[config.mk]
export PLATFORM = sky130hd
export DESIGN_NAME = lcd_timing_gen_flat
export DESIGN_NICKNAME = d
export VERILOG_FILES = /design/src/rtl/lcd_timing_gen_if.sv /design/src/rtl/lcd_timing_gen.sv /design/src/flat_wrapper.sv
export SDC_FILE = /design/constraint.sdc
export NUM_CORES = 1
export LEC_CHECK = 0
export ABC_AREA = 1
export BUFFER_PORTS_ARGS = -buffer_cell sky130_fd_sc_hd__buf_2
export CAP_MARGIN = 20
export CORE_ASPECT_RATIO = 1.25
export CORE_MARGIN = 5
export CORE_UTILIZATION = 32
export CTS_CLUSTER_SIZE = 12
export DETAILED_ROUTE_END_ITERATION = 8
export HOLD_SLACK_MARGIN = 0.08
export MAX_ROUTING_LAYER = met4
export PLACE_DENSITY = 0.57
export SYNTH_ARGS = -nofsm -noshare
export SYNTH_HDL_FRONTEND = slang
export SYNTH_SLANG_ARGS = --single-unit
[constraint.sdc]
create_clock -name pixel_clk -period 3 [get_ports pixel_clk]
set_input_delay 0.6 -clock pixel_clk [delete_from_list [all_inputs] [get_ports pixel_clk]]
set_output_delay 0.6 -clock pixel_clk [all_outputs]
set_load 0.05 [all_outputs]
[src/rtl/lcd_timing_gen_if.sv]
// Raster timing bundle from the LCD timing generator to the video-RAM read stage.
// Everything in it describes the same pixel in the same cycle.
interface lcd_timing_gen_if;
    logic [15:0] x;
    logic [15:0] y;
    logic        LCD_DEN;
    logic        LCD_HYNC;
    logic        LCD_SYNC;
    logic        line_start;
    logic        frame_start;
    logic        in_win;
    logic [15:0] win_x;
    logic [15:0] win_y;

    modport master (
        output x, y, LCD_DEN, LCD_HYNC, LCD_SYNC,
        output line_start, frame_start, in_win, win_x, win_y
    );

    modport slave (
        input x, y, LCD_DEN, LCD_HYNC, LCD_SYNC,
        input line_start, frame_start, in_win, win_x, win_y
    );
endinterface

[src/rtl/lcd_timing_gen.sv]
// Raster timing generator for the RGB LCD path.
// Free-running pixel/line counters are decoded into one registered set of timing outputs.
module lcd_timing_gen #(
    parameter int unsigned H_ACTIVE = 800,
    parameter int unsigned H_FP     = 210,
    parameter int unsigned H_SYNC   = 20,
    parameter int unsigned H_BP     = 26,
    parameter int unsigned V_ACTIVE = 480,
    parameter int unsigned V_FP     = 22,
    parameter int unsigned V_SYNC   = 5,
    parameter int unsigned V_BP     = 18,
    parameter int unsigned HS_POL   = 0,
    parameter int unsigned VS_POL   = 0,
    parameter int unsigned WIN_X0   = 272,
    parameter int unsigned WIN_Y0   = 112,
    parameter int unsigned WIN_W    = 256,
    parameter int unsigned WIN_H    = 256
) (
    input  logic             pixel_clk,
    input  logic             rst,
    lcd_timing_gen_if.master vid
);

    localparam int unsigned H_TOTAL  = H_ACTIVE + H_FP + H_SYNC + H_BP;
    localparam int unsigned V_TOTAL  = V_ACTIVE + V_FP + V_SYNC + V_BP;
    localparam int unsigned HS_START = H_ACTIVE + H_FP;
    localparam int unsigned HS_END   = HS_START + H_SYNC;
    localparam int unsigned VS_START = V_ACTIVE + V_FP;
    localparam int unsigned VS_END   = VS_START + V_SYNC;
    localparam logic        HS_ACT   = 1'(HS_POL);
    localparam logic        VS_ACT   = 1'(VS_POL);

    logic [15:0] h_cnt;
    logic [15:0] v_cnt;
    logic        h_last;
    logic        v_last;

    logic        den_p0;
    logic        hsync_p0;
    logic        vsync_p0;
    logic        line_start_p0;
    logic        frame_start_p0;
    logic        in_win_p0;
    logic [31:0] rel_x_p0;
    logic [31:0] rel_y_p0;
    logic [15:0] win_x_p0;
    logic [15:0] win_y_p0;

    assign h_last = (32'(h_cnt) == H_TOTAL - 1);
    assign v_last = (32'(v_cnt) == V_TOTAL - 1);

    // Stage p0: raster counters
    always_ff @(posedge pixel_clk) begin
        if (rst) begin
            h_cnt <= '0;
            v_cnt <= '0;
        end else if (h_last) begin
            h_cnt <= '0;
            v_cnt <= v_last ? 16'd0 : v_cnt + 16'd1;
        end else begin
            h_cnt <= h_cnt + 16'd1;
        end
    end

    // Window test by offset: positions left of / above the window wrap to huge
    // unsigned values, so one compare per axis covers both edges.
    always_comb begin
        den_p0         = (32'(h_cnt) < H_ACTIVE) && (32'(v_cnt) < V_ACTIVE);
        hsync_p0       = ((32'(h_cnt) >= HS_START) && (32'(h_cnt) < HS_END)) ? HS_ACT : ~HS_ACT;
        vsync_p0       = ((32'(v_cnt) >= VS_START) && (32'(v_cnt) < VS_END)) ? VS_ACT : ~VS_ACT;
        line_start_p0  = (h_cnt == 16'd0);
        frame_start_p0 = (h_cnt == 16'd0) && (v_cnt == 16'd0);
        rel_x_p0       = 32'(h_cnt) - WIN_X0;
        rel_y_p0       = 32'(v_cnt) - WIN_Y0;
        in_win_p0      = den_p0 && (rel_x_p0 < WIN_W) && (rel_y_p0 < WIN_H);
        win_x_p0       = '0;
        win_y_p0       = '0;
        if (in_win_p0) begin
            win_x_p0 = rel_x_p0[15:0];
            win_y_p0 = rel_y_p0[15:0];
        end
    end

    // Stage p1: registered outputs, one cycle behind the counters
    always_ff @(posedge pixel_clk) begin
        if (rst) begin
            vid.x           <= '0;
            vid.y           <= '0;
            vid.LCD_DEN     <= 1'b0;
            vid.LCD_HYNC    <= ~HS_ACT;
            vid.LCD_SYNC    <= ~VS_ACT;
            vid.line_start  <= 1'b0;
            vid.frame_start <= 1'b0;
            vid.in_win      <= 1'b0;
            vid.win_x       <= '0;
            vid.win_y       <= '0;
        end else begin
            vid.x           <= h_cnt;
            vid.y           <= v_cnt;
            vid.LCD_DEN     <= den_p0;
            vid.LCD_HYNC    <= hsync_p0;
            vid.LCD_SYNC    <= vsync_p0;
            vid.line_start  <= line_start_p0;
            vid.frame_start <= frame_start_p0;
            vid.in_win      <= in_win_p0;
            vid.win_x       <= win_x_p0;
            vid.win_y       <= win_y_p0;
        end
    end

endmodule

[src/flat_wrapper.sv]
// flat-port wrapper written by rule: the top's interface ports become plain ports
module lcd_timing_gen_flat 
#(
    parameter int unsigned H_ACTIVE = 800,
    parameter int unsigned H_FP     = 210,
    parameter int unsigned H_SYNC   = 20,
    parameter int unsigned H_BP     = 26,
    parameter int unsigned V_ACTIVE = 480,
    parameter int unsigned V_FP     = 22,
    parameter int unsigned V_SYNC   = 5,
    parameter int unsigned V_BP     = 18,
    parameter int unsigned HS_POL   = 0,
    parameter int unsigned VS_POL   = 0,
    parameter int unsigned WIN_X0   = 272,
    parameter int unsigned WIN_Y0   = 112,
    parameter int unsigned WIN_W    = 256,
    parameter int unsigned WIN_H    = 256
)
  (pixel_clk, rst, vid_x, vid_y, vid_LCD_DEN, vid_LCD_HYNC, vid_LCD_SYNC, vid_line_start, vid_frame_start, vid_in_win, vid_win_x, vid_win_y);
  lcd_timing_gen_if vid_i ();
  input  logic pixel_clk;
  input  logic rst;
  output wire logic [$bits(vid_i.x)-1:0] vid_x;
  output wire logic [$bits(vid_i.y)-1:0] vid_y;
  output wire logic [$bits(vid_i.LCD_DEN)-1:0] vid_LCD_DEN;
  output wire logic [$bits(vid_i.LCD_HYNC)-1:0] vid_LCD_HYNC;
  output wire logic [$bits(vid_i.LCD_SYNC)-1:0] vid_LCD_SYNC;
  output wire logic [$bits(vid_i.line_start)-1:0] vid_line_start;
  output wire logic [$bits(vid_i.frame_start)-1:0] vid_frame_start;
  output wire logic [$bits(vid_i.in_win)-1:0] vid_in_win;
  output wire logic [$bits(vid_i.win_x)-1:0] vid_win_x;
  output wire logic [$bits(vid_i.win_y)-1:0] vid_win_y;
  assign vid_x = vid_i.x;
  assign vid_y = vid_i.y;
  assign vid_LCD_DEN = vid_i.LCD_DEN;
  assign vid_LCD_HYNC = vid_i.LCD_HYNC;
  assign vid_LCD_SYNC = vid_i.LCD_SYNC;
  assign vid_line_start = vid_i.line_start;
  assign vid_frame_start = vid_i.frame_start;
  assign vid_in_win = vid_i.in_win;
  assign vid_win_x = vid_i.win_x;
  assign vid_win_y = vid_i.win_y;
  lcd_timing_gen #(.H_ACTIVE(H_ACTIVE), .H_FP(H_FP), .H_SYNC(H_SYNC), .H_BP(H_BP), .V_ACTIVE(V_ACTIVE), .V_FP(V_FP), .V_SYNC(V_SYNC), .V_BP(V_BP), .HS_POL(HS_POL), .VS_POL(VS_POL), .WIN_X0(WIN_X0), .WIN_Y0(WIN_Y0), .WIN_W(WIN_W), .WIN_H(WIN_H)) u_core (.pixel_clk(pixel_clk), .rst(rst), .vid(vid_i));
endmodule
==> implementation parameters <==
Parameter                              Value

STA
  Final critical-path setup slack    roughly 0.91 ns
  Setup Skew    0.008162 ns
  Worst slew margin relative to its limit    a little under three fifths
  Max Slew Vio Count    0
  Final period demand of the worst path    2.092 ns
  Accumulated negative setup slack    0 ns
  RSZ-0062 raised after global routing    no
  Worst Hold Margin    0.4998 ns
  Maximum clock frequency    478.0 MHz
  Period utilisation layout    69.74%
  Slew @ Worst Pin    about 0.65 ns
  Fin. Hold Viols    0
  Final setup fails    0

Yosys
  Synthesized netlist cell count    between 500 and 600
  Share of the synthesized area in compound gates (AO/OA/AOI/OAI)    between 4 and 5%
  Distinct cell type count of the synthesized netlist    31
  Total number of yosys warnings    0
  Avg Synthesized Cell Area    between 7 and 8 µm²
  Largest family of logic cells by synthesized area    simple AND/OR/NAND/NOR gates
  Share of the synthesized netlist area taken by xor and xnor gates    roughly 2%
  Adder-cell area share of the yosys netlist    3.158%
  Number of storage elements in the synthesis netlist    102
  Sequential cell area fraction in the yosys report    46.86%
  Multiplexer area fraction after synthesis    0%
  Synthesized-area fraction occupied by and/or/nand/nor cells    between 30% and 40%
  Synth Cell Area    roughly 0.0044 mm²

Place
  RD Place Congestion    0.8733
  Post-DP HPWL    8.739 mm
  Port-buffer cells    71
  Setup Slack @ Placement    roughly 0.86 ns
  Placed cells    787

Die
  Die Height    140.5 µm
  Initial Utilization    32.79%
  Area of the core    0.01329 mm²
  Die Area    0.01607 mm²
  Row count    47
  Top-level port count    72
  Die X    114.4 µm

GRT
  Global-route total usage across every layer    roughly 15%
  Global-route wire length before repair    18.13 mm
  Largest net degree at the start of global routing    29
  Initial antenna violation count    0
  Via count of the first global-routing pass    about 3.6k
  Total global routing overflow    0

Clock tree
  Buffers from clock root to sink, at most    2
  CTS buffer count    9
  TritonCTS clock tree    built
  Num Clock Sinks    102
  Post-cts hold buffer count    0
  H-tree depth    3
  Number of resized instances in the post-cts repair step    0
  Setup repair bufs after CTS    0
  Clock Pin Slew Worst Setup and Hold Paths    0.06 ns
  Cell at the root of the clock tree    sky130_fd_sc_hd__clkbuf_16
  Source-to-sink clock delay at the later pin of the worst-skew pair    0.34 ns

Setup path
  Largest driver fanout on the critical path    17
  Worst reg2reg path depth    12
  Kind of cell adding the most delay to the critical path    simple AND/OR/NAND/NOR gates
  Cell repeated most along the worst path    sky130_fd_sc_hd__nand2_1
  Delay of the slowest cell on the worst path    roughly 0.36 ns
  WP data required    3.26 ns
  Worst setup SP type    flop
  Data arrival at the endpoint of the critical path    2.35 ns
  Category of the critical setup timing path    flop to flop
  Reg2Reg Launch Point    u_core.h_cnt[4]
  Series of cell instances along the critical path    inv_1 > ha_1 > inv_2 > nor2_1 > nand2_1 > nand2_1 > nand2_1 > nand2_1 > nand2_1 > nor2_4 > nand3_4 > nor3_1
  Endpoint kind of the worst setup timing path    flop
  Critical-path cell with the highest stage delay    sky130_fd_sc_hd__dfxtp_1
  Buf/Inv on CP    2
  End of the worst register-to-register path    u_core.vid.win_x[5]
  Reg2reg setup slack    between 0.9 and 1 ns

Detailed routing
  Via count of the routed design    3,665
  Total wire length after detailed routing    11.29 mm
  Routed WL per cell    14.07 µm
  ANT nets after route    0
  Pre-antenna DRT Iters    4
  Detail-routed via count per cell    4.570
  1st-iter DRT viols    150
  Residual DRC    0

Hold path
  Hold Path Depth    1
  Class of the tightest hold or removal check    flop to flop
  Endpoint, Worst Hold    u_core.h_cnt[0]
  Startpoint of the tightest hold check path    u_core.h_cnt[0]

Power and ir drop
  Fraction of power spent switching nets    22.06%
  Maximum vdd drop    0.2711 mV
  Combinational fraction of design power    4.7%
  Net switching power figure    0.0005826 W
  Internal power    0.002058 W
  P_leak    roughly 2.4 nW
  Cell area power density    ~500 mW/mm²
  Share of total power in the clock network    ~43%
  Overall Power    0.002641 W
  Sequential share of power    52.3%

Finish
  Diode insertion count for antenna repair    0
  Proportion of layout cells with a drive suffix above 1    a little over a fifth
  Count of non-filler cells in the finished layout    802
  Relative area change from synthesis to final layout    18.29%
  Filler Cell Count    between 1k and 1.5k
  Post-layout nets    640

Run
  Max_cap viols    0

Status
  Result of the run    completed
## metal layers
metal	vias up	GRT usage, %	wire, µm
met3	16	2.934	439
met4	0	4.878	184
met2	65	27.29	6180
met5	-	-	0
li1	1897	-	-
met1	1687	14.84	4481
## layout make-up
cell class	instances	area, µm²	area share (%)
sequential	102	2042	39.61
multi-input combinational	383	2021	39.20
timing repair buffer	73	370.4	7.184
clock buffer	11	242.7	4.709
inverter	58	217.7	4.223
tap	171	214.0	4.150
clock inverter	4	47.55	0.9223
## worst reg2reg max path, cell delays in order, from the launching register on
cell                      delay (ns)
sky130_fd_sc_hd__dfxtp_1        0.36
sky130_fd_sc_hd__inv_1          0.21
sky130_fd_sc_hd__ha_1           0.29
sky130_fd_sc_hd__inv_2          0.04
sky130_fd_sc_hd__nor2_1         0.12
sky130_fd_sc_hd__nand2_1        0.10
sky130_fd_sc_hd__nand2_1        0.09
sky130_fd_sc_hd__nand2_1        0.05
sky130_fd_sc_hd__nand2_1        0.05
sky130_fd_sc_hd__nand2_1        0.08
sky130_fd_sc_hd__nor2_4         0.11
sky130_fd_sc_hd__nand3_4        0.26
sky130_fd_sc_hd__nor3_1         0.26
## sequential cells by signal, indices dropped and copies added (netlist names), 16 cells and up
name,flops
u_core.h_cnt,16
u_core.vid.win_y,16
u_core.v_cnt,16
u_core.vid.win_x,16
u_core.vid.y,16
u_core.vid.x,16
## synth_stat cells
cell type                  instances  area, µm²
sky130_fd_sc_hd__a21oi_1          22      110.1
sky130_fd_sc_hd__nor2_8            2      40.04
sky130_fd_sc_hd__nor2_4            9      101.4
sky130_fd_sc_hd__o21a_1            1      7.510
sky130_fd_sc_hd__buf_6             8      90.09
sky130_fd_sc_hd__nand4_1          20      125.1
sky130_fd_sc_hd__nand2_1         102      382.9
sky130_fd_sc_hd__ha_1             11      137.6
sky130_fd_sc_hd__inv_2             6      22.52
sky130_fd_sc_hd__clkbuf_1          1      3.750
sky130_fd_sc_hd__nor2_2           10      62.56
sky130_fd_sc_hd__or2_2             2      12.51
sky130_fd_sc_hd__nor3_2            9      90.09
sky130_fd_sc_hd__nand3_2           2      20.02
sky130_fd_sc_hd__nor4_1            2      12.51
sky130_fd_sc_hd__nand3_1          39      195.2
sky130_fd_sc_hd__buf_1             4      15.01
sky130_fd_sc_hd__nor3b_1           3      22.52
sky130_fd_sc_hd__o211a_1           1      10.01
sky130_fd_sc_hd__nand3_4           2      35.03
sky130_fd_sc_hd__o21ai_0          13      65.06
sky130_fd_sc_hd__inv_1            52      195.2
sky130_fd_sc_hd__xor2_1           10      87.58
sky130_fd_sc_hd__nor2_1           80      300.3
sky130_fd_sc_hd__nor3_1           22      110.1
sky130_fd_sc_hd__buf_2             2      10.01
sky130_fd_sc_hd__dfxtp_1         102       2042
sky130_fd_sc_hd__buf_4             2      15.01
sky130_fd_sc_hd__nand2_2           4      25.02
sky130_fd_sc_hd__o31ai_1           1      7.510
sky130_fd_sc_hd__conb_1            1      3.750
## worst max path at each step
stage	cells after the start	from	slack, ns	to
6_report	12	u_core.h_cnt[4]	0.91	u_core.vid.win_x[5]
4_1_cts	12	u_core.h_cnt[4]	0.90	u_core.vid.win_x[5]
2_1_floorplan	13	u_core.h_cnt[4]	1.27	u_core.vid.win_y[0]
3_5_place_dp	6	rst	0.86	u_core.vid.win_x[5]
3_3_place_gp	12	u_core.h_cnt[4]	0.99	u_core.vid.win_x[4]
5_1_grt	12	u_core.h_cnt[4]	0.65	u_core.vid.win_x[0]
## through the flow
stage / area [µm²] / util [%]
after floorplan: 4414 / -
after global placement: 4865 / 36.60
after detailed placement: 4865 / 36.60
after CTS: 5155 / 38.79
after global routing: 5155 / 38.79
final: 5155 / 38.79
## power groups by stage
stage	sequential [W]	clock, W	combinational, W
after global placement	0.00141	0	0.000124
after floorplan	0.00147	0	0.0000326
after global routing	0.00138	0.00122	0.000132
after CTS	0.00138	0.00117	0.000125
after detailed placement	0.00141	0	0.000125
final	0.00138	0.00114	0.000124
## kinds of logic after synthesis
kind of cell	after synthesis
simple gates	308
flops	102
buf+inv	75
compound gates	38
fa+ha+maj	11
xor+xnor	10
other cells	1
## cell usage in the layout, fill, tap and decap left out
master	Yosys	final
sky130_fd_sc_hd__nand4_1	20	20
sky130_fd_sc_hd__nand2_1	102	102
sky130_fd_sc_hd__ha_1	11	11
sky130_fd_sc_hd__bufinv_16	0	1
sky130_fd_sc_hd__o21a_1	1	1
sky130_fd_sc_hd__nor2_4	9	9
sky130_fd_sc_hd__o21ai_0	13	13
sky130_fd_sc_hd__o211a_1	1	1
sky130_fd_sc_hd__nor2_2	10	10
sky130_fd_sc_hd__buf_2	2	71
sky130_fd_sc_hd__buf_4	2	2
sky130_fd_sc_hd__nand2_2	4	4
sky130_fd_sc_hd__clkinvlp_4	0	1
sky130_fd_sc_hd__clkinv_2	0	2
sky130_fd_sc_hd__nor3_1	22	22
sky130_fd_sc_hd__o31ai_1	1	1
sky130_fd_sc_hd__nor4_1	2	2
sky130_fd_sc_hd__nor2_1	80	80
sky130_fd_sc_hd__inv_2	6	6
sky130_fd_sc_hd__clkbuf_8	0	1
sky130_fd_sc_hd__nand3_1	39	39
sky130_fd_sc_hd__conb_1	1	16
sky130_fd_sc_hd__xor2_1	10	10
sky130_fd_sc_hd__inv_1	52	52
sky130_fd_sc_hd__clkbuf_1	1	1
sky130_fd_sc_hd__nand3_2	2	2
sky130_fd_sc_hd__nor3_2	9	9
sky130_fd_sc_hd__a21oi_1	22	22
sky130_fd_sc_hd__dfxtp_1	102	102
sky130_fd_sc_hd__nor2_8	2	2
sky130_fd_sc_hd__nand3_4	2	2
sky130_fd_sc_hd__or2_2	2	2
sky130_fd_sc_hd__nor3b_1	3	3
sky130_fd_sc_hd__clkbuf_16	0	9
Note: power is estimated with default switching activity, not from simulation.
